[config.mk]
export PLATFORM = sky130hd
export DESIGN_NAME = fp16_mul_byte_io_flat
export DESIGN_NICKNAME = d
export VERILOG_FILES = /design/src/rtl/fp16_mul_byte_io_pkg.sv /design/src/rtl/fp16_mul_byte_io_if.sv /design/src/rtl/fp16_mul_byte_io.sv /design/src/flat_wrapper.sv
export SDC_FILE = /design/constraint.sdc
export NUM_CORES = 1
export LEC_CHECK = 0
export BUFFER_PORTS_ARGS = -buffer_cell sky130_fd_sc_hd__buf_2
export CAP_MARGIN = 20
export CORE_UTILIZATION = 40
export CTS_BUF_LIST = sky130_fd_sc_hd__clkbuf_2
export DETAILED_ROUTE_END_ITERATION = 12
export PLACE_DENSITY = 0.72
export SKIP_CTS_REPAIR_TIMING = 1
export SLEW_MARGIN = 20
export SYNTH_ARGS = -nofsm -noshare
export SYNTH_HDL_FRONTEND = slang
export SYNTH_SLANG_ARGS = --single-unit
export TNS_END_PERCENT = 30
[constraint.sdc]
create_clock -name clock -period 2.8 [get_ports clock]
set_input_delay 0.14 -clock clock [delete_from_list [all_inputs] [get_ports clock]]
set_output_delay 0.14 -clock clock [all_outputs]
set_load 0.02 [all_outputs]
[src/rtl/fp16_mul_byte_io_pkg.sv]
// Shared types and widths for the FP16 multiplier byte-serial front/back end.
package fp16_io_pkg;

  localparam int FP16_W = 16;
  localparam int BYTE_W = 8;

  typedef enum logic [2:0] {
    LOAD_A0,
    LOAD_A1,
    LOAD_B0,
    LOAD_B1,
    CAPTURE,
    SEND0,
    SEND1
  } io_state_t;

endpackage

[src/rtl/fp16_mul_byte_io_if.sv]
// Byte buses, multiplier hookup and status for fp16_mul_byte_io.
// master = surrounding environment, slave = the fp16_mul_byte_io block.
interface fp16_mul_byte_io_if;
  import fp16_io_pkg::*;

  logic              clear;
  logic [BYTE_W-1:0] in_data;
  logic              in_valid;
  logic              in_ready;
  logic [FP16_W-1:0] op_a;
  logic [FP16_W-1:0] op_b;
  logic [FP16_W-1:0] mul_result;
  logic              mul_ok;
  logic [BYTE_W-1:0] out_data;
  logic              out_valid;
  logic              out_ready;
  logic              nan_flag;
  logic              busy;

  modport master (
    output clear, in_data, in_valid, mul_result, mul_ok, out_ready,
    input  in_ready, op_a, op_b, out_data, out_valid, nan_flag, busy
  );

  modport slave (
    input  clear, in_data, in_valid, mul_result, mul_ok, out_ready,
    output in_ready, op_a, op_b, out_data, out_valid, nan_flag, busy
  );

endinterface

[src/rtl/fp16_mul_byte_io.sv]
// Byte-serial operand loader and result streamer around an external
// combinational FP16 multiplier. Operands are held on op_a/op_b while the
// multiplier settles, then the captured result is sent out byte by byte.
module fp16_mul_byte_io
  import fp16_io_pkg::*;
#(
  parameter int MSB_FIRST     = 0,
  parameter int SETTLE_CYCLES = 2
) (
  input logic              clock,
  input logic              reset,
  fp16_mul_byte_io_if.slave bus
);

  localparam logic       B0_HI       = (MSB_FIRST != 0);
  localparam logic [3:0] SETTLE_LAST = 4'(SETTLE_CYCLES - 1);

  io_state_t         state_q, state_d;
  logic [3:0]        cnt_q;
  logic [FP16_W-1:0] op_a_q, op_b_q, res_q;
  logic              nan_q;

  logic in_ready_w, out_valid_w;
  logic in_xfer, out_xfer, settle_done, load_hi;

  assign in_xfer     = bus.in_valid & in_ready_w;
  assign out_xfer    = out_valid_w & bus.out_ready;
  assign settle_done = (state_q == CAPTURE) && (cnt_q == SETTLE_LAST);
  // Second byte of each operand goes to the opposite half from the first.
  assign load_hi     = ((state_q == LOAD_A1) || (state_q == LOAD_B1)) ^ B0_HI;

  // State register.
  always_ff @(posedge clock or posedge reset) begin
    if (reset) state_q <= LOAD_A0;
    else       state_q <= state_d;
  end

  // Next-state logic; clear overrides any transfer in the same cycle.
  always_comb begin
    state_d = state_q;
    if (bus.clear) begin
      state_d = LOAD_A0;
    end else begin
      case (state_q)
        LOAD_A0: if (in_xfer)     state_d = LOAD_A1;
        LOAD_A1: if (in_xfer)     state_d = LOAD_B0;
        LOAD_B0: if (in_xfer)     state_d = LOAD_B1;
        LOAD_B1: if (in_xfer)     state_d = CAPTURE;
        CAPTURE: if (settle_done) state_d = SEND0;
        SEND0:   if (out_xfer)    state_d = SEND1;
        SEND1:   if (out_xfer)    state_d = LOAD_A0;
        default:                  state_d = LOAD_A0;
      endcase
    end
  end

  // Settle counter, operand halves, result capture and NaN flag.
  always_ff @(posedge clock or posedge reset) begin
    if (reset) begin
      cnt_q  <= '0;
      op_a_q <= '0;
      op_b_q <= '0;
      res_q  <= '0;
      nan_q  <= 1'b0;
    end else if (bus.clear) begin
      cnt_q <= '0;
      nan_q <= 1'b0;
    end else begin
      if (state_q == CAPTURE) begin
        cnt_q <= settle_done ? '0 : cnt_q + 4'd1;
      end
      if (settle_done) begin
        res_q <= bus.mul_result;
        nan_q <= ~bus.mul_ok;
      end
      if (in_xfer) begin
        if ((state_q == LOAD_A0) || (state_q == LOAD_A1)) begin
          if (load_hi) op_a_q[15:8] <= bus.in_data;
          else         op_a_q[7:0]  <= bus.in_data;
        end else begin
          if (load_hi) op_b_q[15:8] <= bus.in_data;
          else         op_b_q[7:0]  <= bus.in_data;
        end
      end
    end
  end

  // Outputs decoded from registered state and result only.
  always_comb begin
    in_ready_w  = 1'b0;
    out_valid_w = 1'b0;
    bus.busy     = 1'b0;
    bus.out_data = '0;
    case (state_q)
      LOAD_A0, LOAD_A1, LOAD_B0, LOAD_B1: in_ready_w = 1'b1;
      CAPTURE: bus.busy = 1'b1;
      SEND0: begin
        out_valid_w  = 1'b1;
        bus.busy     = 1'b1;
        bus.out_data = B0_HI ? res_q[15:8] : res_q[7:0];
      end
      SEND1: begin
        out_valid_w  = 1'b1;
        bus.busy     = 1'b1;
        bus.out_data = B0_HI ? res_q[7:0] : res_q[15:8];
      end
      default: ;
    endcase
    bus.in_ready  = in_ready_w;
    bus.out_valid = out_valid_w;
    bus.op_a      = op_a_q;
    bus.op_b      = op_b_q;
    bus.nan_flag  = nan_q;
  end

endmodule

[src/flat_wrapper.sv]
// flat-port wrapper written by rule: the top's interface ports become plain ports
module fp16_mul_byte_io_flat import fp16_io_pkg::*;
#(
  parameter int MSB_FIRST     = 0,
  parameter int SETTLE_CYCLES = 2
)
  (clock, reset, bus_clear, bus_in_data, bus_in_valid, bus_mul_result, bus_mul_ok, bus_out_ready, bus_in_ready, bus_op_a, bus_op_b, bus_out_data, bus_out_valid, bus_nan_flag, bus_busy);
  fp16_mul_byte_io_if bus_i ();
  input logic clock;
  input logic reset;
  input wire logic [$bits(bus_i.clear)-1:0] bus_clear;
  input wire logic [$bits(bus_i.in_data)-1:0] bus_in_data;
  input wire logic [$bits(bus_i.in_valid)-1:0] bus_in_valid;
  input wire logic [$bits(bus_i.mul_result)-1:0] bus_mul_result;
  input wire logic [$bits(bus_i.mul_ok)-1:0] bus_mul_ok;
  input wire logic [$bits(bus_i.out_ready)-1:0] bus_out_ready;
  output wire logic [$bits(bus_i.in_ready)-1:0] bus_in_ready;
  output wire logic [$bits(bus_i.op_a)-1:0] bus_op_a;
  output wire logic [$bits(bus_i.op_b)-1:0] bus_op_b;
  output wire logic [$bits(bus_i.out_data)-1:0] bus_out_data;
  output wire logic [$bits(bus_i.out_valid)-1:0] bus_out_valid;
  output wire logic [$bits(bus_i.nan_flag)-1:0] bus_nan_flag;
  output wire logic [$bits(bus_i.busy)-1:0] bus_busy;
  assign bus_i.clear = bus_clear;
  assign bus_i.in_data = bus_in_data;
  assign bus_i.in_valid = bus_in_valid;
  assign bus_i.mul_result = bus_mul_result;
  assign bus_i.mul_ok = bus_mul_ok;
  assign bus_i.out_ready = bus_out_ready;
  assign bus_in_ready = bus_i.in_ready;
  assign bus_op_a = bus_i.op_a;
  assign bus_op_b = bus_i.op_b;
  assign bus_out_data = bus_i.out_data;
  assign bus_out_valid = bus_i.out_valid;
  assign bus_nan_flag = bus_i.nan_flag;
  assign bus_busy = bus_i.busy;
  fp16_mul_byte_io #(.MSB_FIRST(MSB_FIRST), .SETTLE_CYCLES(SETTLE_CYCLES)) u_core (.clock(clock), .reset(reset), .bus(bus_i));
endmodule
==> out/results.tsv, run 1 <==
metric	value	unit
overall track demand over capacity in global routing	0.157	
number of clock sinks seen by CTS	56	
pin count of the biggest net entering global routing	21	
reg-to-reg startpoint	u_core.cnt_q[1]$_DFFE_PP0P_	
number of search-and-repair iterations in the first detailed-routing pass	4	
Setup Crit Path Kind	flip-flop to primary output	
wire length of the first global-routing pass	7820	um
endpoint arrival time on the critical path	2230	ps
worst clock skew	34.9	ps
total CTS buffers	5	
switching power of the nets	0.601	mW
total core area	5990	um2
highest net fanout along the worst path	12	
Seq/Total Area, Yosys	0.557	
port buffer count	73	
share of synthesized area spent on multiplexers	0.242	
ratio of cells with drive above 1 in the final layout	0.507	
part of the total power dissipated in the clock network	0.173	
CTS tree	yes	
clock transition time at the flip-flop clock pins of the worst setup and hold paths	290	ps
most frequently used flop master after synthesis	dfrtp_1	
maximum clock insertion buffer count	2	
Fin Setup TNS	0	ps
source of the critical timing path	u_core.state_q[1]$_DFFE_PP0P_	
Pint	1.24	mW
EDFF count, synth	0	
Slew Limit Headroom	0.520	
instance area after placement	2920	um2
CP endpoint	bus_out_data[0]	
Post-Synth Adder-Cell Area	0.00996	
Hold WC Path Type	input port to async pin	
antenna-violating nets left	0	
fin. max-slew vios	0	
Post-Layout Inst Area	3260	um2
compound-gate portion of the synthesized area	0.0577	
final routed wirelength across all metal layers	5220	um
total overflow reported by the global router	0	
starting density of the core	0.420	
Post-Syn Instances	181	
Simple-Gate Fraction of Synth Area	0.0881	
number of maximum-capacitance constraint violations	0	
Site Rows	28	
HPWL Detailed	3660	um
total power divided by cell area	565	nW/um2
deepest level of the CTS H-tree	2	
count of boundary I/O pins	74	
net count after synthesis	213	
Cell Area, Synth	2510	um2
crit share post-route	0.845	
post-synthesis area per instance	13.9	um2
worst supply voltage drop on vdd	329	uV
Min Clock Period, post-route	2370	ps
type of origin of the critical path	flip-flop	
Synthesis Warnings	0	
Worst-Skew Late Latency	450	ps
setup repair after global routing missed its margin	no	
final weighted congestion of routability-driven global placement	0.762	
slew at the pin with the worst max-slew slack	718	ps
Vias per Instance	4.88	
leakage power	1.59	nW
number of distinct library cells after synthesis	34	
largest family of logic cells by synthesized area	multiplexers	
via count of the first global-routing pass	1557	
Final Setup Violations	0	
Reg2Reg Depth	7	
# nets final	317	
Reg power frac	0.545	
post-synthesis async set-or-reset flop share	1.00	
routed wirelength normalized by instance count	14.5	um
DRC	0	
die height	81.3	um
combinational power share	0.282	
flip-flop and latch count after synthesis	56	
synthesis-to-layout area growth	29.8	%
nature of the critical path endpoint	primary output	
Iteration-0 DRC Markers	74	
number of hold violations in the final report	0	
library cell used as clock root buffer	clkbuf_2	
switching part of the total power	0.326	
status	finished clean	
Die W	81.3	um
die outline area	6600	um2
reg-to-reg setup timing slack	690	ps
endpoint of the most critical register-to-register path	u_core.bus.nan_flag$_DFFE_PP0P_	
antenna diode count	0	
maximum operating frequency	423	MHz
initial antenna violation count	0	
XOR/XNOR Fraction of Synth Area	0.00697	
required time reported for the critical path endpoint	2660	ps
count of vias placed by the detailed router	1763	
## per-layer routing
| metal | up-vias | global-route usage | share of wire |
|---|---|---|---|
| li1 | 852 | - | - |
| met1 | 870 | 0.213 | 0.46 |
| met2 | 36 | 0.246 | 0.49 |
| met3 | 5 | 0.0404 | 0.037 |
| met4 | 0 | 0.0482 | 0.013 |
| met5 | - | 0 | 0 |
## synth_stat cells (all sizes together), types with 2 or more instances
cell type | count | area, um2
a21oi | 5 | 25.0
xnor2 | 2 | 17.5
nor3 | 2 | 10.0
buf | 8 | 72.6
nor2 | 14 | 60.1
and3 | 2 | 22.5
inv | 5 | 18.8
mux2 | 48 | 608
dfrtp | 56 | 1400
nor3b | 2 | 25.0
a22oi | 8 | 60.1
o21a | 2 | 15.0
nor2b | 2 | 12.5
ha | 2 | 25.0
nand2 | 10 | 47.5
nand4 | 2 | 12.5
## worst max-delay path: stages, from the launching register on
cell and delay, ps:
dfrtp_1 620, nor2b_1 640, a22oi_1 190, nor2_1 140, buf_2 180
## logic make-up after synthesis
| family | Yosys count |
|---|---|
| AO/OA/AOI/OAI | 21 |
| XOR/XNOR | 2 |
| adder cells (fa/ha/maj) | 2 |
| buffers and inverters | 14 |
| flip-flops | 56 |
| multiplexers | 48 |
| AND/OR/NAND/NOR | 38 |
## cells in the final DEF, fill, tap and decap left out, types with 3 or more instances in the layout
master,netlist,routed
a22oi_1,8,8
nand2_1,6,6
dfrtp_1,56,56
nand2_2,4,4
buf_2,3,73
inv_2,2,3
clkbuf_2,0,6
mux2_2,30,30
a21oi_1,5,5
dlygate4sd3_1,0,30
buf_4,2,3
mux2_4,18,18
nor2_1,13,13
## through the flow
stage               worst slack, ps   util  total power [mW]  std cells  hold slack (ps)
floorplan                      1080      -              1.33        181              288
global placement                814  0.487              1.50        323              156
detailed placement              776  0.487              1.52        323              160
CTS                             406  0.495              1.83        331             -395
global route                    224  0.545              1.94        361              178
finish                          434  0.545              1.84        361              180
## cell type report
| type | count | area (um2) |
|---|---|---|
| Fill cell | 519 | 2730 |
| Sequential cell | 56 | 1400 |
| Multi-Input combinational cell | 111 | 1020 |
| Timing Repair Buffer | 106 | 688 |
| Tap cell | 75 | 93.8 |
| Clock buffer | 6 | 30.0 |
| Inverter | 5 | 18.8 |
| Clock inverter | 2 | 13.8 |
## worst min path at each step
stage	start	endpoint	slack (ps)	depth (start not counted)
6_report	reset	u_core.state_q[1]$_DFFE_PP0P_	180	3
5_1_grt	reset	u_core.state_q[1]$_DFFE_PP0P_	180	3
4_1_cts	reset	u_core.state_q[1]$_DFFE_PP0P_	-400	2
3_5_place_dp	reset	u_core.res_q[13]$_DFFE_PP0P_	160	2
3_3_place_gp	reset	u_core.res_q[13]$_DFFE_PP0P_	160	2
2_1_floorplan	bus_in_data[2]	u_core.bus.op_b[10]$_DFFE_PP0P_	290	1
## registers in the layout, summed over array words and instances, names as in the netlist
name and cells:
u_core.bus.nan_flag 1, u_core.bus.op_b 16, u_core.res_q 16, u_core.cnt_q 4, u_core.state_q 3, u_core.bus.op_a 16
## power by group through the flow
stage / registers (mW) / clock network (mW) / logic, mW
after floorplan: 1.15 / 0 / 0.177
after global placement: 1.02 / 0 / 0.485
after detailed placement: 1.02 / 0 / 0.495
after CTS: 1.01 / 0.333 / 0.495
after global routing: 1.02 / 0.363 / 0.557
final: 1.00 / 0.319 / 0.520
Power figures use the tool's default switching activity.
==> run 2, diff against run 1 <==
--- a/config.mk
+++ b/config.mk
@@ -10,7 +10,7 @@
 export CORE_UTILIZATION = 40
 export CTS_BUF_LIST = sky130_fd_sc_hd__clkbuf_2
 export DETAILED_ROUTE_END_ITERATION = 12
-export PLACE_DENSITY = 0.72
+export PLACE_DENSITY = 0.75
 export SKIP_CTS_REPAIR_TIMING = 1
 export SLEW_MARGIN = 20
 export SYNTH_ARGS = -nofsm -noshare
==> constraint.sdc (replaced) <==
create_clock -name clock -period 2.1 [get_ports clock]
set_input_delay 0.105 -clock clock [delete_from_list [all_inputs] [get_ports clock]]
set_output_delay 0.105 -clock clock [all_outputs]
set_load 0.02 [all_outputs]
==> run 2 against run 1 <==
Global-route usage up 0.61 points. Final area is 0.73% higher. Die area stayed put. Sequential share of layout area is 0.27 points lower. Critical endpoint unchanged. Largest power group unchanged.
==> out/results.tsv, run 2 (synthesis results as in run 1) <==
metric	value	unit	change
status	finished clean		
CTS tree	yes		
Reg2Reg Depth	7		unchanged
routed wirelength normalized by instance count	14.7	um	+1.9%
maximum operating frequency	517	MHz	
total power divided by cell area	748	nW/um2	+32%
deepest level of the CTS H-tree	2		unchanged
maximum clock insertion buffer count	2		unchanged
Vias per Instance	4.82		-1.3%
leakage power	1.60	nW	+0.31%
Final Setup Violations	0		unchanged
required time reported for the critical path endpoint	2000	ps	-660 ps
die height	81.3	um	unchanged
reg-to-reg startpoint	u_core.cnt_q[1]$_DFFE_PP0P_		
largest incremental delay on the critical path	630	ps	about the same
switching power of the nets	0.800	mW	+33%
endpoint of the most critical register-to-register path	u_core.res_q[14]$_DFFE_PP0P_		
count of boundary I/O pins	74		unchanged
share of the core filled with cells in the final layout	0.549		+0.00397
total overflow reported by the global router	0		unchanged
leading cell type in the layout, fill and taps excluded	buf_2		
HPWL Detailed	3580	um	-2.0%
Min Clock Period, post-route	1930	ps	
antenna diode count	0		unchanged
library cell used as clock root buffer	clkbuf_2		
Top delay family on crit path	flip-flops		
setup repair after global routing missed its margin	no		
total CTS buffers	5		unchanged
top library cells by usage in the layout, fill and taps aside	73 x buf_2, 55 x dfrtp_1, 30 x mux2_2		
number of maximum-capacitance constraint violations	0		unchanged
crit share post-route	0.921		
port buffer count	73		unchanged
cell-by-cell trace of the critical path	nor2b_1 > buf_4 > a22oi_1 > nor2_1 > buf_2		
final weighted congestion of routability-driven global placement	0.745		-2.3%
Slowest cell on crit path	dfrtp_1		
worst clock skew	31.0	ps	-3.90 ps
endpoint arrival time on the critical path	1830	ps	-400 ps
via count of the first global-routing pass	1643		+5.5%
Worst-Skew Late Latency	450	ps	about the same
count of vias placed by the detailed router	1740		-1.3%
wire length of the first global-routing pass	8200	um	+4.8%
worst path bufs/invs	2		+1
switching part of the total power	0.325		-0.000796
type of origin of the critical path	flip-flop		
Site Rows	28		unchanged
starting density of the core	0.420		unchanged
combinational power share	0.284		+0.002
highest net fanout along the worst path	12		unchanged
DRC	0		unchanged
Reg power frac	0.544		about the same
die outline area	6600	um2	unchanged
Post-Layout Inst Area	3290	um2	+0.73%
number of clock sinks seen by CTS	56		unchanged
slew at the pin with the worst max-slew slack	548	ps	-170 ps
Iteration-0 DRC Markers	80		+8.1%
synthesis-to-layout area growth	30.8	%	
antenna-violating nets left	0		unchanged
worst supply voltage drop on vdd	466	uV	+42%
reg-to-reg setup timing slack	290	ps	-400 ps
overall track demand over capacity in global routing	0.163		+0.00609
final routed wirelength across all metal layers	5320	um	+1.9%
Setup Crit Path Kind	flip-flop to primary output		
instance area after placement	2950	um2	+1.1%
Slew Limit Headroom	0.634		+0.114
Hold WC Path Type	input port to async pin		
Fin Setup TNS	0	ps	unchanged
number of search-and-repair iterations in the first detailed-routing pass	4		unchanged
# nets final	317		unchanged
part of the total power dissipated in the clock network	0.173		about the same
fin. max-slew vios	0		unchanged
source of the critical timing path	u_core.state_q[1]$_DFFE_PP0P_		
nature of the critical path endpoint	primary output		
Pint	1.66	mW	+34%
Die W	81.3	um	unchanged
number of hold violations in the final report	0		unchanged
initial antenna violation count	0		unchanged
clock transition time at the flip-flop clock pins of the worst setup and hold paths	290	ps	about the same
ratio of cells with drive above 1 in the final layout	0.514		+0.00699
total core area	5990	um2	unchanged
pin count of the biggest net entering global routing	33		+57%
## run 2: changes by cell type in the layout (fill, tap and decap cells not counted)
cell,delta
buf_12,+2
buf_4,-1
dfrtp_1,-1
dfrtp_2,+1
dlygate4sd3_1,-1
## run 2: area by class of cell
| cell class | count | area [um2] |
|---|---|---|
| clock inverters | 2 | 13.8 |
| inverters | 5 | 18.8 |
| well taps | 75 | 93.8 |
| clock buffers | 6 | 30.0 |
| fillers | 506 | 2700 |
| multi-input cells | 111 | 1020 |
| flip-flops and latches | 56 | 1400 |
| repair buffers | 106 | 711 |
## run 2: power by group through the flow
stage | sequential, mW | clock, mW | combinational [mW]
global route | 1.36 | 0.488 | 0.749
CTS | 1.34 | 0.444 | 0.665
detailed placement | 1.36 | 0 | 0.664
floorplan | 1.54 | 0 | 0.235
finish | 1.34 | 0.425 | 0.698
global placement | 1.35 | 0 | 0.652
## run 2: worst max path at each step
stage          slack (ps)                           end  depth (start not counted)
6_report              170               bus_out_data[0]                          5
2_1_floorplan         380   u_core.res_q[0]$_DFFE_PP0P_                          7
3_3_place_gp          370  u_core.res_q[15]$_DFFE_PP0P_                          7
5_1_grt                10               bus_out_data[0]                          5
3_5_place_dp          310  u_core.res_q[13]$_DFFE_PP0P_                          7
4_1_cts               140               bus_out_data[0]                          5
## run 2: worst min-delay path: cells and delay by family
kind / cells / cell delay (ps)
buf+inv: 3 / 1070
## run 2: through the flow
step                      setup WS, ps  std cells  hold slack (ps)  total power [mW]
after floorplan                    380        181              253              1.78
after global placement             367        324              184              2.00
after detailed placement           315        324              187              2.02
after CTS                          142        332             -358              2.45
after global routing              11.0        361              209              2.60
final                              166        361              209              2.46
## run 2: per-layer routing
layer | vias up | track usage | part of all wire
met5 | - | 0 | 0
met4 | 0 | 0.0482 | 0.011
met3 | 5 | 0.0315 | 0.031
met2 | 40 | 0.251 | 0.49
met1 | 846 | 0.232 | 0.47
li1 | 849 | - | -
==> run 3, diff against run 2 <==
--- a/config.mk
+++ b/config.mk
@@ -7,10 +7,10 @@
 export LEC_CHECK = 0
 export BUFFER_PORTS_ARGS = -buffer_cell sky130_fd_sc_hd__buf_2
 export CAP_MARGIN = 20
-export CORE_UTILIZATION = 40
-export CTS_BUF_LIST = sky130_fd_sc_hd__clkbuf_2
+export CORE_UTILIZATION = 37
+export CTS_BUF_LIST = sky130_fd_sc_hd__clkbuf_8
 export DETAILED_ROUTE_END_ITERATION = 12
-export PLACE_DENSITY = 0.75
+export PLACE_DENSITY = 0.71
 export SKIP_CTS_REPAIR_TIMING = 1
 export SLEW_MARGIN = 20
 export SYNTH_ARGS = -nofsm -noshare
==> run 3 against run 2 <==
The flow now finishes with violations (design-rule violations). Flip-flop and latch count did not move. Die area rose by 7.9%. Largest cell class unchanged. Count of clock-buffer cells in the layout fell by 1. First-iteration DRC count fell by 8.8%. Largest power group unchanged. Sequential power barely moved. Final area fell by 6.9%. Register-to-register slack barely moved. Sequential share of layout area rose by 3.1 points. Cell count fell by 6.9%. Non-clock buffer count fell by 27. Maximum frequency rose by 7.5%. Routed wire length fell by 4.2%.
==> out/results.tsv, run 3 (synthesis results as in run 1) <==
metric	value	unit	change
placed cell count	327		+0.93%
Hold WC Path Type	input port to flip-flop		
wire length of the first global-routing pass	8620	um	+5.1%
setup repair after global routing missed its margin	no		
routed wirelength normalized by instance count	15.2	um	+2.9%
total core area	6460	um2	+7.8%
Worst-Skew Late Latency	310	ps	-140 ps
number of clock sinks seen by CTS	56		unchanged
antenna diode count	0		unchanged
total power divided by cell area	842	nW/um2	+13%
CTS tree	yes		
type of origin of the critical path	flip-flop		
worst clock skew	9.86	ps	-21.2 ps
port buffer count	73		unchanged
leading cell type in the layout, fill and taps excluded	buf_2		
pin count of the biggest net entering global routing	34		+3.0%
Fin Setup TNS	0	ps	unchanged
final weighted congestion of routability-driven global placement	0.710		-4.7%
maximum clock insertion buffer count	2		unchanged
overall track demand over capacity in global routing	0.155		-0.00820
total CTS buffers	5		unchanged
Vias per Instance	4.93		+2.3%
status	finished, violations left		
starting density of the core	0.389		-0.0304
DRC	1		+1
top library cells by usage in the layout, fill and taps aside	73 x buf_2, 56 x dfrtp_1, 30 x mux2_2		
number of hold violations in the final report	0		unchanged
# nets final	290		-8.5%
number of maximum-capacitance constraint violations	0		unchanged
leakage power	1.50	nW	-6.2%
final routed wirelength across all metal layers	5090	um	-4.2%
antenna-violating nets left	0		unchanged
synthesis-to-layout area growth	21.8	%	
multi-input gate area in the final layout	1020	um2	unchanged
count of boundary I/O pins	74		unchanged
number of search-and-repair iterations in the first detailed-routing pass	8		+4
fin. max-slew vios	0		unchanged
clock transition time at the flip-flop clock pins of the worst setup and hold paths	100	ps	-190 ps
crit share post-route	0.857		-0.0644
total power after layout	2.58	mW	+4.8%
fillers	599		+18%
initial antenna violation count	0		unchanged
ratio of cells with drive above 1 in the final layout	0.564		+0.0497
worst hold path depth	2		
die outline area	7130	um2	+7.9%
via count of the first global-routing pass	1667		+1.5%
slew at the pin with the worst max-slew slack	526	ps	-22.4 ps
worst supply voltage drop on vdd	428	uV	-8.1%
Min Clock Period, post-route	1800	ps	-135 ps
deepest level of the CTS H-tree	2		unchanged
highest net fanout along the worst path	16		+4
die height	84.4	um	+3.9%
number of standard cells in the final layout excluding fillers	336		-6.9%
Setup Crit Path Kind	flip-flop to flip-flop		
Final Setup Violations	0		unchanged
Slew Limit Headroom	0.649		+0.0149
library cell used as clock root buffer	clkbuf_8		
Die W	84.4	um	+3.9%
maximum operating frequency	556	MHz	+7.5%
Reg area	1400	um2	about the same
violated checks	design-rule violations		
Iteration-0 DRC Markers	73		-8.8%
required time reported for the critical path endpoint	2290	ps	+290 ps
nature of the critical path endpoint	flip-flop		
count of vias placed by the detailed router	1657		-4.8%
Site Rows	29		+3.6%
Reg2Reg Depth	7		unchanged
endpoint arrival time on the critical path	1990	ps	+160 ps
total overflow reported by the global router	0		unchanged
HPWL Detailed	3720	um	+3.7%
run 3: changes by cell type in the layout (fill, tap and decap cells not counted), sizes merged:
cell / change
clkbuf: -1
buf: +1
dlygate4sd3: -28
clkinvlp: +1
run 3: layout make-up:
cell class,count,area share
clock inverter,3,0.00654
multi-input combinational,111,0.332
sequential,56,0.458
inverter,5,0.00613
tap,77,0.0315
timing repair buffer,79,0.143
clock buffer,5,0.0225
run 3: through the flow:
stage          setup WS, ps   util  hold WS (ps)  instance area (um2)
2_1_floorplan           380      -           253                 2510
3_3_place_gp            361  0.459           178                 2960
3_5_place_dp            290  0.459           183                 2960
4_1_cts                 271  0.472          -161                 3050
5_1_grt                 191  0.474          16.7                 3060
6_report                301  0.474          22.3                 3060
run 3: worst paths after layout:
path / start / to / slack (ps)
min: bus_mul_result[5] / u_core.res_q[5]$_DFFE_PP0P_ / 20
max in group asynchronous: reset / u_core.state_q[1]$_DFFE_PP0P_ / 1190
max: u_core.cnt_q[1]$_DFFE_PP0P_ / u_core.res_q[15]$_DFFE_PP0P_ / 300
min reg2reg: u_core.bus.op_a[12]$_DFFE_PP0P_ / u_core.bus.op_a[12]$_DFFE_PP0P_ / 510
min in group asynchronous: reset / u_core.res_q[1]$_DFFE_PP0P_ / 370
max reg2reg: u_core.cnt_q[1]$_DFFE_PP0P_ / u_core.res_q[15]$_DFFE_PP0P_ / 300
run 3: layer usage:
layer  track usage  wire [um]  up-vias
met5             0          0        -
met4        0.0508         76        0
met3        0.0364        214        5
met2         0.250       2460       31
met1         0.209       2340      832
li1              -          -      789
run 3: critical path, stage by stage, from the launching register on:
cell     delay, ps
dfrtp_1        420
inv_1           60
ha_1           140
nor3b_2        290
nand2_2        130
nor2_4         120
buf_12         170
mux2_2         360
run 3: power by group:
part           switching, mW  internal, mW  total [mW]
sequential            0.0868          1.25        1.33
clock                  0.350         0.233       0.583
combinational          0.372         0.289       0.661
